$ cat config.mk
export PLATFORM = sky130hd
export DESIGN_NAME = pixel_stream_arbiter
export DESIGN_NICKNAME = d
export VERILOG_FILES = /design/src/rtl/pixel_arb_pkg.sv /design/src/rtl/pixel_skid_buffer.sv /design/src/rtl/pixel_stream_arbiter.sv
export SDC_FILE = /design/constraint.sdc
export NUM_CORES = 1
export LEC_CHECK = 0
export ABC_AREA = 1
export CORE_MARGIN = 4
export CORE_UTILIZATION = 50
export CTS_BUF_LIST = sky130_fd_sc_hd__clkbuf_8
export DETAILED_ROUTE_END_ITERATION = 16
export MAX_ROUTING_LAYER = met4
export PLACE_DENSITY = 0.79
export REMOVE_ABC_BUFFERS = 1
export SYNTH_ARGS = -nofsm -noshare
export SYNTH_HDL_FRONTEND = slang
export SYNTH_SLANG_ARGS = --single-unit
$ cat constraint.sdc
create_clock -name clock -period 6.85 [get_ports clock]
set_clock_uncertainty 0.15 [all_clocks]
set_input_delay 1.37 -clock clock [delete_from_list [all_inputs] [get_ports clock]]
set_output_delay 1.37 -clock clock [all_outputs]
set_load 0.05 [all_outputs]
$ cat src/rtl/pixel_arb_pkg.sv
// Shared types and counter-width helpers for the pixel stream arbiter.
package pixel_arb_pkg;

  typedef enum logic [1:0] {
    IDLE   = 2'd0,
    STREAM = 2'd1,
    DRAIN  = 2'd2
  } arb_state_t;

  function automatic int col_width(input int img_width);
    return (img_width > 1) ? $clog2(img_width) : 1;
  endfunction

  function automatic int row_width(input int img_height);
    return (img_height > 1) ? $clog2(img_height) : 1;
  endfunction

endpackage

$ cat src/rtl/pixel_skid_buffer.sv
// Two-entry pixel buffer: push lands the cycle after a FIFO read, head is the oldest entry.
// Caller must never push into a committed-full buffer nor pop an empty one.
module pixel_skid_buffer #(
  parameter int DWIDTH = 8
) (
  input  logic              clock,
  input  logic              reset,
  input  logic              push,
  input  logic [DWIDTH-1:0] data,
  input  logic              pop,
  output logic [1:0]        count,
  output logic [DWIDTH-1:0] head
);

  logic [DWIDTH-1:0] entry0;
  logic [DWIDTH-1:0] entry1;

  always_ff @(posedge clock) begin
    if (reset) begin
      count  <= 2'd0;
      entry0 <= '0;
      entry1 <= '0;
    end else begin
      case ({push, pop})
        2'b10: begin
          if (count == 2'd0) entry0 <= data;
          else               entry1 <= data;
          count <= count + 2'd1;
        end
        2'b01: begin
          entry0 <= entry1;
          count  <= count - 2'd1;
        end
        2'b11: begin
          // Occupancy unchanged; the new pixel goes behind whatever remains.
          if (count == 2'd1) begin
            entry0 <= data;
          end else begin
            entry0 <= entry1;
            entry1 <= data;
          end
        end
        default: ;
      endcase
    end
  end

  assign head = entry0;

endmodule

$ cat src/rtl/pixel_stream_arbiter.sv
// Frame-granular round-robin arbiter merging two pixel FIFOs into one stream with sof/eol/eof.
// First pixel 2 cycles after grant, 1 pixel/cycle sustained; optional per-source frame counters under PIXEL_ARB_FRAME_CNT_EN.
module pixel_stream_arbiter
  import pixel_arb_pkg::*;
#(
  parameter int DWIDTH     = 8,
  parameter int IMG_WIDTH  = 640,
  parameter int IMG_HEIGHT = 480
) (
  input  logic              clock,
  input  logic              reset,
  output logic              fifo0_rdreq,
  input  logic [DWIDTH-1:0] fifo0_data,
  input  logic              fifo0_empty,
  output logic              fifo1_rdreq,
  input  logic [DWIDTH-1:0] fifo1_data,
  input  logic              fifo1_empty,
  output logic              out_valid,
  input  logic              out_ready,
  output logic [DWIDTH-1:0] out_data,
  output logic              out_sof,
  output logic              out_eol,
  output logic              out_eof,
  output logic              out_src
`ifdef PIXEL_ARB_FRAME_CNT_EN
  ,
  output logic [15:0]       frame_cnt0,
  output logic [15:0]       frame_cnt1
`endif
);

  localparam int COL_W = col_width(IMG_WIDTH);
  localparam int ROW_W = row_width(IMG_HEIGHT);
  localparam int RD_W  = COL_W + ROW_W;
  localparam logic [COL_W-1:0] LAST_COL = COL_W'(IMG_WIDTH - 1);
  localparam logic [ROW_W-1:0] LAST_ROW = ROW_W'(IMG_HEIGHT - 1);
  localparam logic [RD_W-1:0]  LAST_RD  = RD_W'(IMG_WIDTH * IMG_HEIGHT - 1);

  arb_state_t        state;
  arb_state_t        state_nxt;
  logic              prio;
  logic              grant;
  logic [RD_W-1:0]   rd_cnt;
  logic              inflight;
  logic [COL_W-1:0]  col;
  logic [ROW_W-1:0]  row;
  logic [1:0]        buf_count;
  logic [DWIDTH-1:0] buf_head;
  logic              sel_empty;
  logic [DWIDTH-1:0] sel_data;
  logic              src_avail;
  logic              pick_src;
  logic              xfer;
  logic              eof_xfer;
  logic [2:0]        occ;
  logic              rd_ok;

  assign sel_empty = grant ? fifo1_empty : fifo0_empty;
  assign sel_data  = grant ? fifo1_data  : fifo0_data;
  assign src_avail = ~fifo0_empty | ~fifo1_empty;
  assign pick_src  = prio ? ~fifo1_empty : fifo0_empty;

  assign out_valid = (buf_count != 2'd0);
  assign xfer      = out_valid & out_ready;
  assign eof_xfer  = xfer & out_eof;

  // Committed occupancy credits a pop happening this cycle so a full pipe still streams 1/cycle.
  assign occ   = {1'b0, buf_count} + {2'b00, inflight} - {2'b00, xfer};
  assign rd_ok = (state == STREAM) && !reset && !sel_empty && (occ < 3'd2);

  always_ff @(posedge clock) begin
    if (reset) state <= IDLE;
    else       state <= state_nxt;
  end

  always_comb begin
    state_nxt = state;
    case (state)
      IDLE:    if (src_avail) state_nxt = STREAM;
      STREAM:  if (rd_ok && rd_cnt == LAST_RD) state_nxt = DRAIN;
      DRAIN:   if (eof_xfer) state_nxt = IDLE;
      default: state_nxt = IDLE;
    endcase
  end

  always_comb begin
    fifo0_rdreq = 1'b0;
    fifo1_rdreq = 1'b0;
    if (rd_ok) begin
      fifo0_rdreq = ~grant;
      fifo1_rdreq = grant;
    end
  end

  always_ff @(posedge clock) begin
    if (reset) begin
      prio     <= 1'b0;
      grant    <= 1'b0;
      rd_cnt   <= '0;
      inflight <= 1'b0;
      col      <= '0;
      row      <= '0;
    end else begin
      inflight <= rd_ok;
      if (state == IDLE && src_avail) begin
        grant  <= pick_src;
        rd_cnt <= '0;
      end else if (rd_ok) begin
        rd_cnt <= rd_cnt + RD_W'(1);
      end
      if (xfer) begin
        if (col == LAST_COL) begin
          col <= '0;
          row <= (row == LAST_ROW) ? '0 : row + ROW_W'(1);
        end else begin
          col <= col + COL_W'(1);
        end
      end
      if (eof_xfer) prio <= ~prio;
    end
  end

  // Grant only changes in IDLE, when the buffer is already empty, so it tags every buffered pixel.
  pixel_skid_buffer #(.DWIDTH(DWIDTH)) u_buf (
    .clock (clock),
    .reset (reset),
    .push  (inflight),
    .data  (sel_data),
    .pop   (xfer),
    .count (buf_count),
    .head  (buf_head)
  );

  assign out_data = buf_head;
  assign out_src  = grant;
  assign out_sof  = out_valid && (col == '0) && (row == '0);
  assign out_eol  = out_valid && (col == LAST_COL);
  assign out_eof  = out_valid && (col == LAST_COL) && (row == LAST_ROW);

`ifdef PIXEL_ARB_FRAME_CNT_EN
  always_ff @(posedge clock) begin
    if (reset) begin
      frame_cnt0 <= 16'd0;
      frame_cnt1 <= 16'd0;
    end else if (eof_xfer) begin
      if (grant) frame_cnt1 <= frame_cnt1 + 16'd1;
      else       frame_cnt0 <= frame_cnt0 + 16'd1;
    end
  end
`endif

endmodule

==> metrics.md <==
| Metric | Value |
|---|---|
| Leakage | between 1.5 and 2 nW |
| FF-to-FF setup slack | between 3000 and 4000 ps |
| Most frequent cell after synthesis | nand2_1 |
| GRT Overall Usage | 19.13% |
| Async SR Flop Fraction | 0% |
| Final Hold Vio Count | 0 |
| PnR worst setup slack | around 970 ps |
| DP Area | roughly 3800 um^2 |
| Filler Cell Count | 589 |
| Iter 0 DRT Violations | 175 |
| Buffers and inverters on the worst path | 2 |
| Iteration count of the initial detailed-routing pass | 5 |
| Die ar. | approximately 8100 um^2 |
| Routed WL | around 7600 um |
| Startpoint types | input port |
| Max-capacitance violation count | 0 |
| Share of layout cells above drive strength 1 | around 7.3% |
| Family with the most delay on the worst path | buffers and inverters |
| H-tree depth | 3 |
| Port bufs | 35 |
| Endpoints failing setup | 0 |
| Grt ovf | 0 |
| Worst Path Arrival | ~4400 ps |
| PwrDens | 294.6 nW/um^2 |
| Post-CTS sizing | 0 |
| Floorplan row count | 29 |
| Residual DRC | 0 |
| Count of state elements after synthesis | 61 |
| Avg Inst Size Synth | 6.693 um^2 |
| Worst Setup Path Type | in -> out |
| Worst setup EP type | output pin |
| CP max stage cell | clkdlybuf4s50_1 |
| CTS Sinks | 61 |
| DP HPWL | between 5000 and 6000 um |
| I/O pin cnt | 36 |
| Fin crit period | between 5000 and 6000 ps |
| Post-CTS Setup Bufs | 0 |
| Initial antenna violation count | 0 |
| TritonCTS Buffers | 9 |
| Synth area leaders | dfxtp_1 36%, nand2_1 14%, nor2_1 7.3% |
| Wire per inst | between 10 and 15 um |
| Clock Latency Late Sink | roughly 340 ps |
| Hold buffers post-CTS | 0 |
| Die extent in y | about 90 um |
| Total Nets Final | between 500 and 600 |
| Tightest Hold Check Type | reg -> reg |
| Post-synth top area share | between 30% and 40% |
| Clock Path Buffers | 2 |
| Slew Viols, Final | 0 |
| Hold slack | 302.9 ps |
| Post-Synthesis Cells | just over 500 |
| Syn. warnings | 0 |
| Synthesized area | about 3400 um^2 |
| P&R area growth vs syn | 18.81% |
| Number of global-route vias before repair | ~2,800 |
| Routed via count | between 3,000 and 4,000 |
| Crit path largest cell delay | between 800 and 900 ps |
| Number of synthesized flops with an enable pin | 0 |
| Pre-CTS setup slack | about 960 ps |
| Pin count of the biggest net entering global routing | 24 |
| RSZ-0062 raised after global routing | no |
| Dominant synthesized flop cell | dfxtp_1 |
| Req. time, crit path | 5330 ps |
| Non-filler cells, final | 624 |
| Design area | between 4000 and 5000 um^2 |
| Crit share post-route | between 80 and 90% |
| Worst path most repeated cell | nor2_1 |
| Cell taking the most area after synthesis | dfxtp_1 |
| Inserted Diodes | 0 |
| DP Cell Count | between 600 and 700 |
| CP Max Fanout | 19 |
| Final GP Congestion | about 0.9 |
| Synth cell count leaders | 128 x nand2_1, 66 x nor2_1, 65 x inv_1, 61 x dfxtp_1, 29 x a21oi_1 |
| Core area | roughly 6500 um^2 |
| Antenna viol nets, final | 0 |
| Fin Setup TNS | 0 ps |
| Status | completed |
| Max Clk Rate | 170.1 MHz |
| Max-slew headroom | a little under half |
| Root buffer cell | clkbuf_8 |
| CTS tree | yes |
| VDD IR max | between 0.1 and 0.15 mV |
| Worst slew pin tran | around 780 ps |
| Initial Util | between 50% and 60% |
| Distinct cells, synth | 37 |
| CP cell instances | clkdlybuf4s50_1 -> nand2_4 -> nor2_1 -> o21ai_0 -> fa_1 -> nand3_1 -> nor2_1 -> nand2_2 -> nor2_1 -> clkdlybuf4s50_1 |
| Clock transition at the registers of the reported paths | about 60 ps |
| Sequential area share after synthesis | 36.20% |
| Global-route wire length before repair | ~13,000 um |
| Vias/cell | approximately 5.2 |
| Die Wd | 90.14 um |
## state kept, by name (all words and copies together), names as in the netlist
signal / cells
out_src: 1
u_buf.count: 2
rd_cnt: 19
prio: 1
col: 10
inflight: 1
u_buf.entry1: 8
state: 2
u_buf.head: 8
row: 9
## metrics by stage
step                util, %  total power, mW
CTS                   62.05            1.191
floorplan                 -           0.7079
finish                62.05            1.181
global placement      58.56           0.8185
global route          62.05            1.247
detailed placement    58.56           0.8283
## layer usage
| metal | global-route usage, % | part of all wire (%) | vias up |
|---|---|---|---|
| li1 | - | - | 1686 |
| met1 | 22.84 | 45 | 1434 |
| met2 | 30.93 | 48 | 96 |
| met3 | 4.424 | 6.1 | 10 |
| met4 | 8.291 | 1.3 | 0 |
| met5 | - | 0 | - |
## cell usage in the layout, fill, tap and decap left out
| cell | n |
|---|---|
| nor2_2 | 4 |
| nand3_4 | 1 |
| a31oi_1 | 1 |
| fa_1 | 1 |
| nand2_1 | 128 |
| clkinv_2 | 2 |
| clkdlybuf4s50_1 | 35 |
| nor3b_1 | 3 |
| o211ai_1 | 1 |
| a21oi_1 | 29 |
| nand4_1 | 8 |
| nand2_4 | 2 |
| inv_4 | 1 |
| dfxtp_1 | 61 |
| xnor2_1 | 5 |
| inv_1 | 66 |
| xor2_1 | 7 |
| inv_2 | 5 |
| clkbuf_8 | 11 |
| o21bai_1 | 8 |
| o21ai_0 | 23 |
| nand2_2 | 4 |
| nor2_1 | 66 |
| clkinv_1 | 1 |
| a21oi_2 | 1 |
| ha_1 | 9 |
| nor2_4 | 2 |
| nor2_8 | 1 |
| o21ai_1 | 16 |
| a211oi_1 | 2 |
| nand3b_1 | 3 |
| o22ai_1 | 1 |
| nor3_1 | 10 |
| nor4_1 | 2 |
| o21ai_2 | 3 |
| nand3_1 | 21 |
| bufinv_16 | 2 |
| nand3_2 | 1 |
## worst min-delay path, cell delays in order (launching register included)
cell and delay [ps]:
dfxtp_1 300, inv_1 60, a21oi_1 50
## final timing paths
path | endpoint | startpoint | cells after the start
hold reg to reg | u_buf.entry1[5]$_SDFFE_PP0P_ | u_buf.entry1[5]$_SDFFE_PP0P_ | 2
setup reg to reg | state[0]$_SDFFE_PP0P_ | u_buf.count[1]$_SDFFE_PP0P_ | 14
hold / removal | u_buf.entry1[5]$_SDFFE_PP0P_ | u_buf.entry1[5]$_SDFFE_PP0P_ | 2
setup / recovery | fifo1_rdreq | out_ready | 10
## area by class of cell
class                           instances  area, um^2  share of cell area [%]
Clock buffer                           11       151.4                   3.778
Clock inverter                          5       73.82                   1.842
Inverter                               72       272.8                   6.806
Multi-Input combinational cell        363        1842                   45.96
Sequential cell                        61        1221                   30.47
Tap cell                               77       96.34                   2.404
Timing Repair Buffer                   35       350.3                   8.742
## report_power, final
group          switching, mW  leakage (nW)  total [mW]  internal, mW
Clock                  0.140         0.121       0.362         0.222
Sequential            0.0258         0.493       0.415         0.389
Combinational          0.265         0.952       0.404         0.139
## logic make-up (layout without fill, tap and decap cells)
group	Yosys count	count (layout)	synth area share, %
AOI/OAI and AO/OA	85	85	13.95
xor gates and xnor gates	12	12	3.116
buffers and inverters	80	123	9.199
DFF	61	61	36.20
adders and majority gates	10	10	3.932
and+or+nand+nor	256	256	33.61
Note: power is estimated with default switching activity, not from simulation.
